## src/rtl/fifo_rd_packer.sv

```systemverilog
// Read-side consumer of the async FIFO: packs RATIO entries little-endian into
// one wide word on a valid/ready stream, with a flush that emits partial words.
module fifo_rd_packer #(
    parameter int DSIZE = 8,
    parameter int RATIO = 4,
    parameter int CNTW  = 16
) (
    input  logic                   rclk,
    input  logic                   rrst,
    input  logic                   rempty,
    output logic                   rinc,
    input  logic [DSIZE-1:0]       rdata,
    input  logic                   flush,
    output logic [DSIZE*RATIO-1:0] out_data,
    output logic [RATIO-1:0]       out_keep,
    output logic                   out_valid,
    input  logic                   out_ready,
    output logic [CNTW-1:0]        word_cnt,
    output logic                   busy
);

    localparam int              IW   = $clog2(RATIO + 1) + 1;
    localparam logic [IW-1:0]   FULL = IW'(RATIO);

    logic [DSIZE*RATIO-1:0] r_acc;
    logic [IW-1:0]          r_idx;
    logic                   r_rd_pend;
    logic                   r_flush_pend;
    logic [DSIZE*RATIO-1:0] r_out_data;
    logic [RATIO-1:0]       r_out_keep;
    logic                   r_out_valid;
    logic [CNTW-1:0]        r_word_cnt;

    logic                   w_rinc;
    logic                   w_out_free;
    logic                   w_full_emit;
    logic                   w_part_emit;
    logic                   w_emit;
    logic                   w_flush_done;
    logic [RATIO-1:0]       w_part_keep;
    logic [DSIZE*RATIO-1:0] w_acc_next;

    // Reads stop once filled lanes plus the in-flight read cover a whole word,
    // and are held off entirely while reset is applied or a flush is pending.
    assign w_rinc = !rrst && !rempty && !r_flush_pend
                    && ((r_idx + IW'(r_rd_pend)) < FULL);

    assign w_out_free  = !r_out_valid || out_ready;
    assign w_full_emit = (r_idx == FULL) && w_out_free;
    assign w_part_emit = r_flush_pend && !r_rd_pend && (r_idx != '0)
                         && (r_idx < FULL) && w_out_free;
    assign w_emit      = w_full_emit || w_part_emit;

    // A full word waiting during a flush drains through the normal path.
    assign w_flush_done = r_flush_pend && !r_rd_pend
                          && ((r_idx == '0) || w_emit);

    always_comb begin
        w_part_keep = '0;
        for (int k = 0; k < RATIO; k++) begin
            w_part_keep[k] = (IW'(k) < r_idx);
        end
    end

    // Capture and emission are never both possible in one cycle: an
    // outstanding read implies idx was below RATIO when it was issued.
    always_comb begin
        w_acc_next = r_acc;
        if (w_emit) begin
            w_acc_next = '0;
        end else if (r_rd_pend) begin
            for (int k = 0; k < RATIO; k++) begin
                if (r_idx == IW'(k)) begin
                    w_acc_next[k*DSIZE +: DSIZE] = rdata;
                end
            end
        end
    end

    always_ff @(posedge rclk) begin
        if (rrst) begin
            r_acc        <= '0;
            r_idx        <= '0;
            r_rd_pend    <= 1'b0;
            r_flush_pend <= 1'b0;
        end else begin
            r_acc     <= w_acc_next;
            r_rd_pend <= w_rinc;
            if (w_emit) begin
                r_idx <= '0;
            end else if (r_rd_pend) begin
                r_idx <= r_idx + IW'(1);
            end
            if (w_flush_done) begin
                r_flush_pend <= 1'b0;
            end else if (flush) begin
                r_flush_pend <= 1'b1;
            end
        end
    end

    // Output register holds its word until accepted; a new word may load in
    // the same cycle as the handshake so back-to-back transfers are possible.
    always_ff @(posedge rclk) begin
        if (rrst) begin
            r_out_data  <= '0;
            r_out_keep  <= '0;
            r_out_valid <= 1'b0;
            r_word_cnt  <= '0;
        end else begin
            if (w_emit) begin
                r_out_data  <= r_acc;
                r_out_keep  <= w_full_emit ? {RATIO{1'b1}} : w_part_keep;
                r_out_valid <= 1'b1;
            end else if (out_ready) begin
                r_out_valid <= 1'b0;
            end
            if (r_out_valid && out_ready) begin
                r_word_cnt <= r_word_cnt + CNTW'(1);
            end
        end
    end

    assign rinc      = w_rinc;
    assign out_data  = r_out_data;
    assign out_keep  = r_out_keep;
    assign out_valid = r_out_valid;
    assign word_cnt  = r_word_cnt;
    assign busy      = (r_idx != '0) || r_rd_pend || r_out_valid || r_flush_pend;

endmodule

```

## config.mk

```make
export PLATFORM = sky130hd
export DESIGN_NAME = fifo_rd_packer
export DESIGN_NICKNAME = d
export VERILOG_FILES = /design/src/rtl/fifo_rd_packer.sv
export SDC_FILE = /design/constraint.sdc
export NUM_CORES = 1
export LEC_CHECK = 0
export ABC_AREA = 1
export CAP_MARGIN = 10
export CORE_MARGIN = 2
export CORE_UTILIZATION = 31
export CTS_CLUSTER_SIZE = 14
export DETAILED_ROUTE_END_ITERATION = 7
export DONT_BUFFER_PORTS = 1
export GPL_ROUTABILITY_DRIVEN = 0
export PLACE_DENSITY = 0.53
export SYNTH_ARGS = -nofsm -noshare
export SYNTH_HDL_FRONTEND = slang
export SYNTH_SLANG_ARGS = --single-unit
export TNS_END_PERCENT = 20
```

## constraint.sdc

```tcl
create_clock -name rclk -period 5.05 [get_ports rclk]
set_input_delay 1.01 -clock rclk [delete_from_list [all_inputs] [get_ports rclk]]
set_output_delay 1.01 -clock rclk [all_outputs]
set_load 0.02 [all_outputs]
```

# Yosys cells after proc, flatten, opt, wreduce, memory -nomap -nowiden

Cells that the tools add are included.

Word-level logic and storage cells: 57
Output and inout bits: 55
Register bits: 91
Input bits: 13

Multiplexer cells: 3
Magnitude comparators: 6
Reductions and logical operators: 30
$add $sub $neg: 3
Equal/unequal tests: 4

Operator list:

| operator                | count |
|---|---|
| $add A16 B1 Y16 const B | 1 |
| $logic_and A1 B1 Y1     | 10 |
| $eq A4 B2 Y1 const B    | 2 |
| $lt A1 B4 Y1 const A    | 2 |
| $lt A2 B4 Y1 const A    | 2 |
| $lt A4 B3 Y1 const B    | 2 |
| $reduce_and A2 Y1       | 4 |
| $logic_or A1 B1 Y1      | 6 |
| $logic_not A1 Y1        | 5 |
| $add A4 B1 Y4           | 1 |
| $add A4 B1 Y4 const B   | 1 |
| $eq A4 B1 Y1 const B    | 1 |
| $eq A4 B3 Y1 const B    | 1 |
| $logic_not A4 Y1        | 1 |
| $mux W4                 | 1 |
| $reduce_bool A4 Y1      | 1 |
| $reduce_or A2 Y1        | 2 |
| $mux W1                 | 2 |
| $reduce_bool A2 Y1      | 1 |

# Depth between registers and ports, before layout

Word-level depth: 9
Mapped depth: 10
Depth with buffers taken out: 9

# Worst setup path after synthesis

Ideal clock, no wire load.

Kind: input -> output
Start point: input rrst
End point: output rinc
Arrival: 1,783 ps
Cell stages on the path: 4
Required time: 4,040 ps
Path buffers: 1
Path slack: 2,257 ps
Path through: inv_2 -> clkbuf_1 -> nand2_1 -> a21oi_1

Cells in the longest elaborated chain, start to end: 4

RTL lines:

| element                          | RTL line | RTL |
|---|---|---|
| start: declaration               | 9        | `input logic rrst,` |
| $logic_not A1 Y1                 | 45       | `assign w_rinc = !rrst && !rempty && !r_flush_pend` |
| $logic_and A1 B1 Y1 (2 in a row) | 45       |  |
| $logic_and A1 B1 Y1              | 46       | `&& ((r_idx + IW'(r_rd_pend)) < FULL);` |
| end: declaration                 | 11       | `output logic rinc,` |

Every way passes these cells.

# Worst setup path after layout

Start point: register r_idx[1]
End point: output busy

Cells in the longest elaborated chain, start to end: 4

RTL lines:

| element                         | RTL line | RTL |
|---|---|---|
| start: declaration              | 26       | `logic [IW-1:0] r_idx;` |
| start signal: assignment        | 92       | `r_idx <= r_idx + IW'(1);` |
| $reduce_bool A4 Y1              | 129      | `assign busy = (r_idx != '0) \|\| r_rd_pend \|\| r_out_valid \|\| r_flush_pend;` |
| $logic_or A1 B1 Y1 (3 in a row) | 129      |  |
| end: declaration                | 19       | `output logic busy` |

Every way passes these cells.

==> results.json <==
{
  "yosys_warnings": 0,
  "path_max_fanout": 13,
  "hold_class": "register to register",
  "startpoint_type": "register",
  "grt_first_pass_wirelength_um": 15200,
  "cpPeakStageDelay_ps": 750,
  "holdPathEnd": "r_acc[22]",
  "layout_common_cells": "nor2_1, dfxtp_1, nand2_1",
  "worst_pin_slew_ps": 975,
  "fin_hold_ws_ps": 465,
  "cts_resized": 0,
  "yosys.cell_types.count": 31,
  "dp_hpwl_um": 6020,
  "syn2layout_area_growth_pct": 9.21,
  "outcome": "complete, but fails checks",
  "postSynthCellCount": 477,
  "synth-adder-area-share_pct": 1.35,
  "wl_um": 8860,
  "synthSimpleGateAreaFrac_pct": 27.8,
  "synthMuxAreaShare_pct": 0,
  "syn_area_um2": 3690,
  "io_pins": 68,
  "rrSetupSlack_ps": 2600,
  "cp_data_required_time_ps": 4040,
  "period_minus_slack_ps": 3430,
  "postCtsSetupBuffers": 0,
  "power.density_nw_per_um2": 370,
  "fin_crit_sh_pct": 68.0,
  "core-area_um2": 11500,
  "netlist.area_leader.share_pct": 49.3,
  "htreeDepth": 3,
  "synth_seq_cells": 91,
  "clk_path_buf_depth": 2,
  "report.final.slew_viol_count": 0,
  "cts_made_buffers": 9,
  "worst_setup_path_end_kind": "output pin",
  "final_common_cell": "nor2_1",
  "register_area_um2": 1820,
  "grt_max_degree": 51,
  "cts_hold_buf": 0,
  "irDropWorstVdd_v": 0.000142,
  "synthXorXnorAreaFrac_pct": 0.948,
  "cts.sinks": 91,
  "tns_ps": 0,
  "crit_path_cell_trace": "inv_1 -> ha_1 -> inv_1 -> nor3_1 -> nand2_1",
  "critPathBufInv": 2,
  "io_buffers": 0,
  "slew_headroom_pct": 34.5,
  "r2r_start": "r_idx[1]",
  "critPathSlowestCell": "nor3_1",
  "crit_family": "simple AND/OR/NAND/NOR gates",
  "ant_nets": 0,
  "diodes": 0,
  "syn_nets": 494,
  "grt_usage_pct": 14.8,
  "initial_core_util_pct": 32.1,
  "vias_per_cell": 4.85,
  "clk_pin_slew_ps": 70,
  "max_cap_viol_count": 0,
  "die_w_um": 113,
  "drt_iter0_markers": 291,
  "die_h_um": 113,
  "root_buffer": "clkbuf_16",
  "skew_ps": 10.8,
  "p_leak_nw": 1.60,
  "syn_avg_cell_area_um2": 7.75,
  "grt_pass1_vias": 3024,
  "rr_worst_depth": 7,
  "worstPathArrival_ps": 2420,
  "failed_checks": "design-rule violations",
  "cpMostUsedCell": "inv_1",
  "ys_seq_area_share_pct": 49.3,
  "holdPathStages": 2,
  "nFillCells": 1223,
  "synth_top_family_by_area": "simple AND/OR/NAND/NOR gates",
  "timing.final.hold_violations": 0,
  "multiInputGateArea_um2": 1600,
  "rsz0062_at_grt": "no",
  "core.rowCount": 39,
  "antenna_found_initial": 0,
  "synth_compound_area_share_pct": 13.0,
  "hp-start": "r_acc[22]",
  "final-setup-viol-count": 0,
  "cts_tree": "built",
  "dp_slack_ps": 1950,
  "avgRoutedWirePerCell_um": 14.4,
  "path_class": "register to output pin",
  "layout-drive-gt1-share_pct": 7.01,
  "clkLatencyLatePin_ps": 340,
  "timing.rr.end": "r_acc[3]",
  "final_nets": 483,
  "vias": 2980,
  "yosys.area.top_type": "dfxtp_1",
  "die-area_um2": 12800,
  "drc": 6,
  "synth.area.top_cells": "dfxtp_1, nor2_1, nand2_1",
  "gr-total-overflow": 0,
  "timing.final.ws_setup_ps": 1620,
  "first_pass_iters": 6,
  "max_freq_mhz": 291
}
==> stage by stage <==
stage	util (%)	total power [W]	instances	area [um^2]
after global routing	35.0	0.00157	614	4040
after floorplan	-	0.000850	477	3690
after detailed placement	32.5	0.000862	598	3740
after CTS	35.0	0.00152	614	4040
final	35.0	0.00149	614	4040
after global placement	32.5	0.000861	598	3740
==> area by class of cell <==
cell class / count / area share (%)
flip-flops and latches: 91 / 45.1
multi-input cells: 329 / 39.5
clock buffers: 10 / 5.92
well taps: 143 / 4.43
inverters: 32 / 3.10
clock inverters: 6 / 1.30
repair buffers: 3 / 0.558
==> layer usage <==
metal	vias up	global-route usage [%]	wire, um
li1	1557	-	-
met1	1344	19.0	4110
met2	77	22.7	4010
met3	2	6.37	708
met4	0	4.31	36
met5	-	0	0
==> registers in the layout, summed over array words and instances (netlist names) <==
register      cells
out_data         32
out_keep          4
out_valid         1
r_acc            32
r_flush_pend      1
r_idx             4
r_rd_pend         1
word_cnt         16
==> cells in the mapped netlist, drive strengths merged <==
| cell type | count |
|---|---|
| nand3b | 1 |
| xor2 | 3 |
| xnor2 | 1 |
| nand2 | 72 |
| o21a | 1 |
| ha | 4 |
| nand4 | 32 |
| buf | 15 |
| nand3 | 19 |
| a21oi | 43 |
| clkbuf | 10 |
| dfxtp | 91 |
| nor2 | 100 |
| a211oi | 1 |
| o21ai | 45 |
| nor3 | 6 |
| inv | 31 |
| and3 | 1 |
| clkinv | 1 |
==> logic make-up after synthesis <==
| kind of cell | after synthesis |
|---|---|
| AND/OR/NAND/NOR | 231 |
| flip-flops | 91 |
| AO/OA/AOI/OAI | 90 |
| buffers and inverters | 57 |
| XOR/XNOR | 4 |
| adder cells (fa/ha/maj) | 4 |
==> worst min-delay path, cell delays in order, from the launching register on <==
cell and delay, ps:
dfxtp_1 310, nand2_1 60, a21oi_1 50
==> worst max path at each step <==
stage | start | end | slack [ps] | cells past startpoint
2_1_floorplan | rrst | rinc | 2260 | 4
3_3_place_gp | rrst | rinc | 1990 | 4
3_5_place_dp | rrst | rinc | 1950 | 4
4_1_cts | r_idx[1] | busy | 1620 | 5
5_1_grt | r_idx[1] | busy | 1380 | 5
6_report | r_idx[1] | busy | 1620 | 5
==> where the power goes <==
part | switching, W | internal (W)
combinational | 0.0000537 | 0.0000211
sequential | 0.0000310 | 0.000738
clock | 0.000294 | 0.000356
Note: power is estimated with default switching activity, not from simulation.
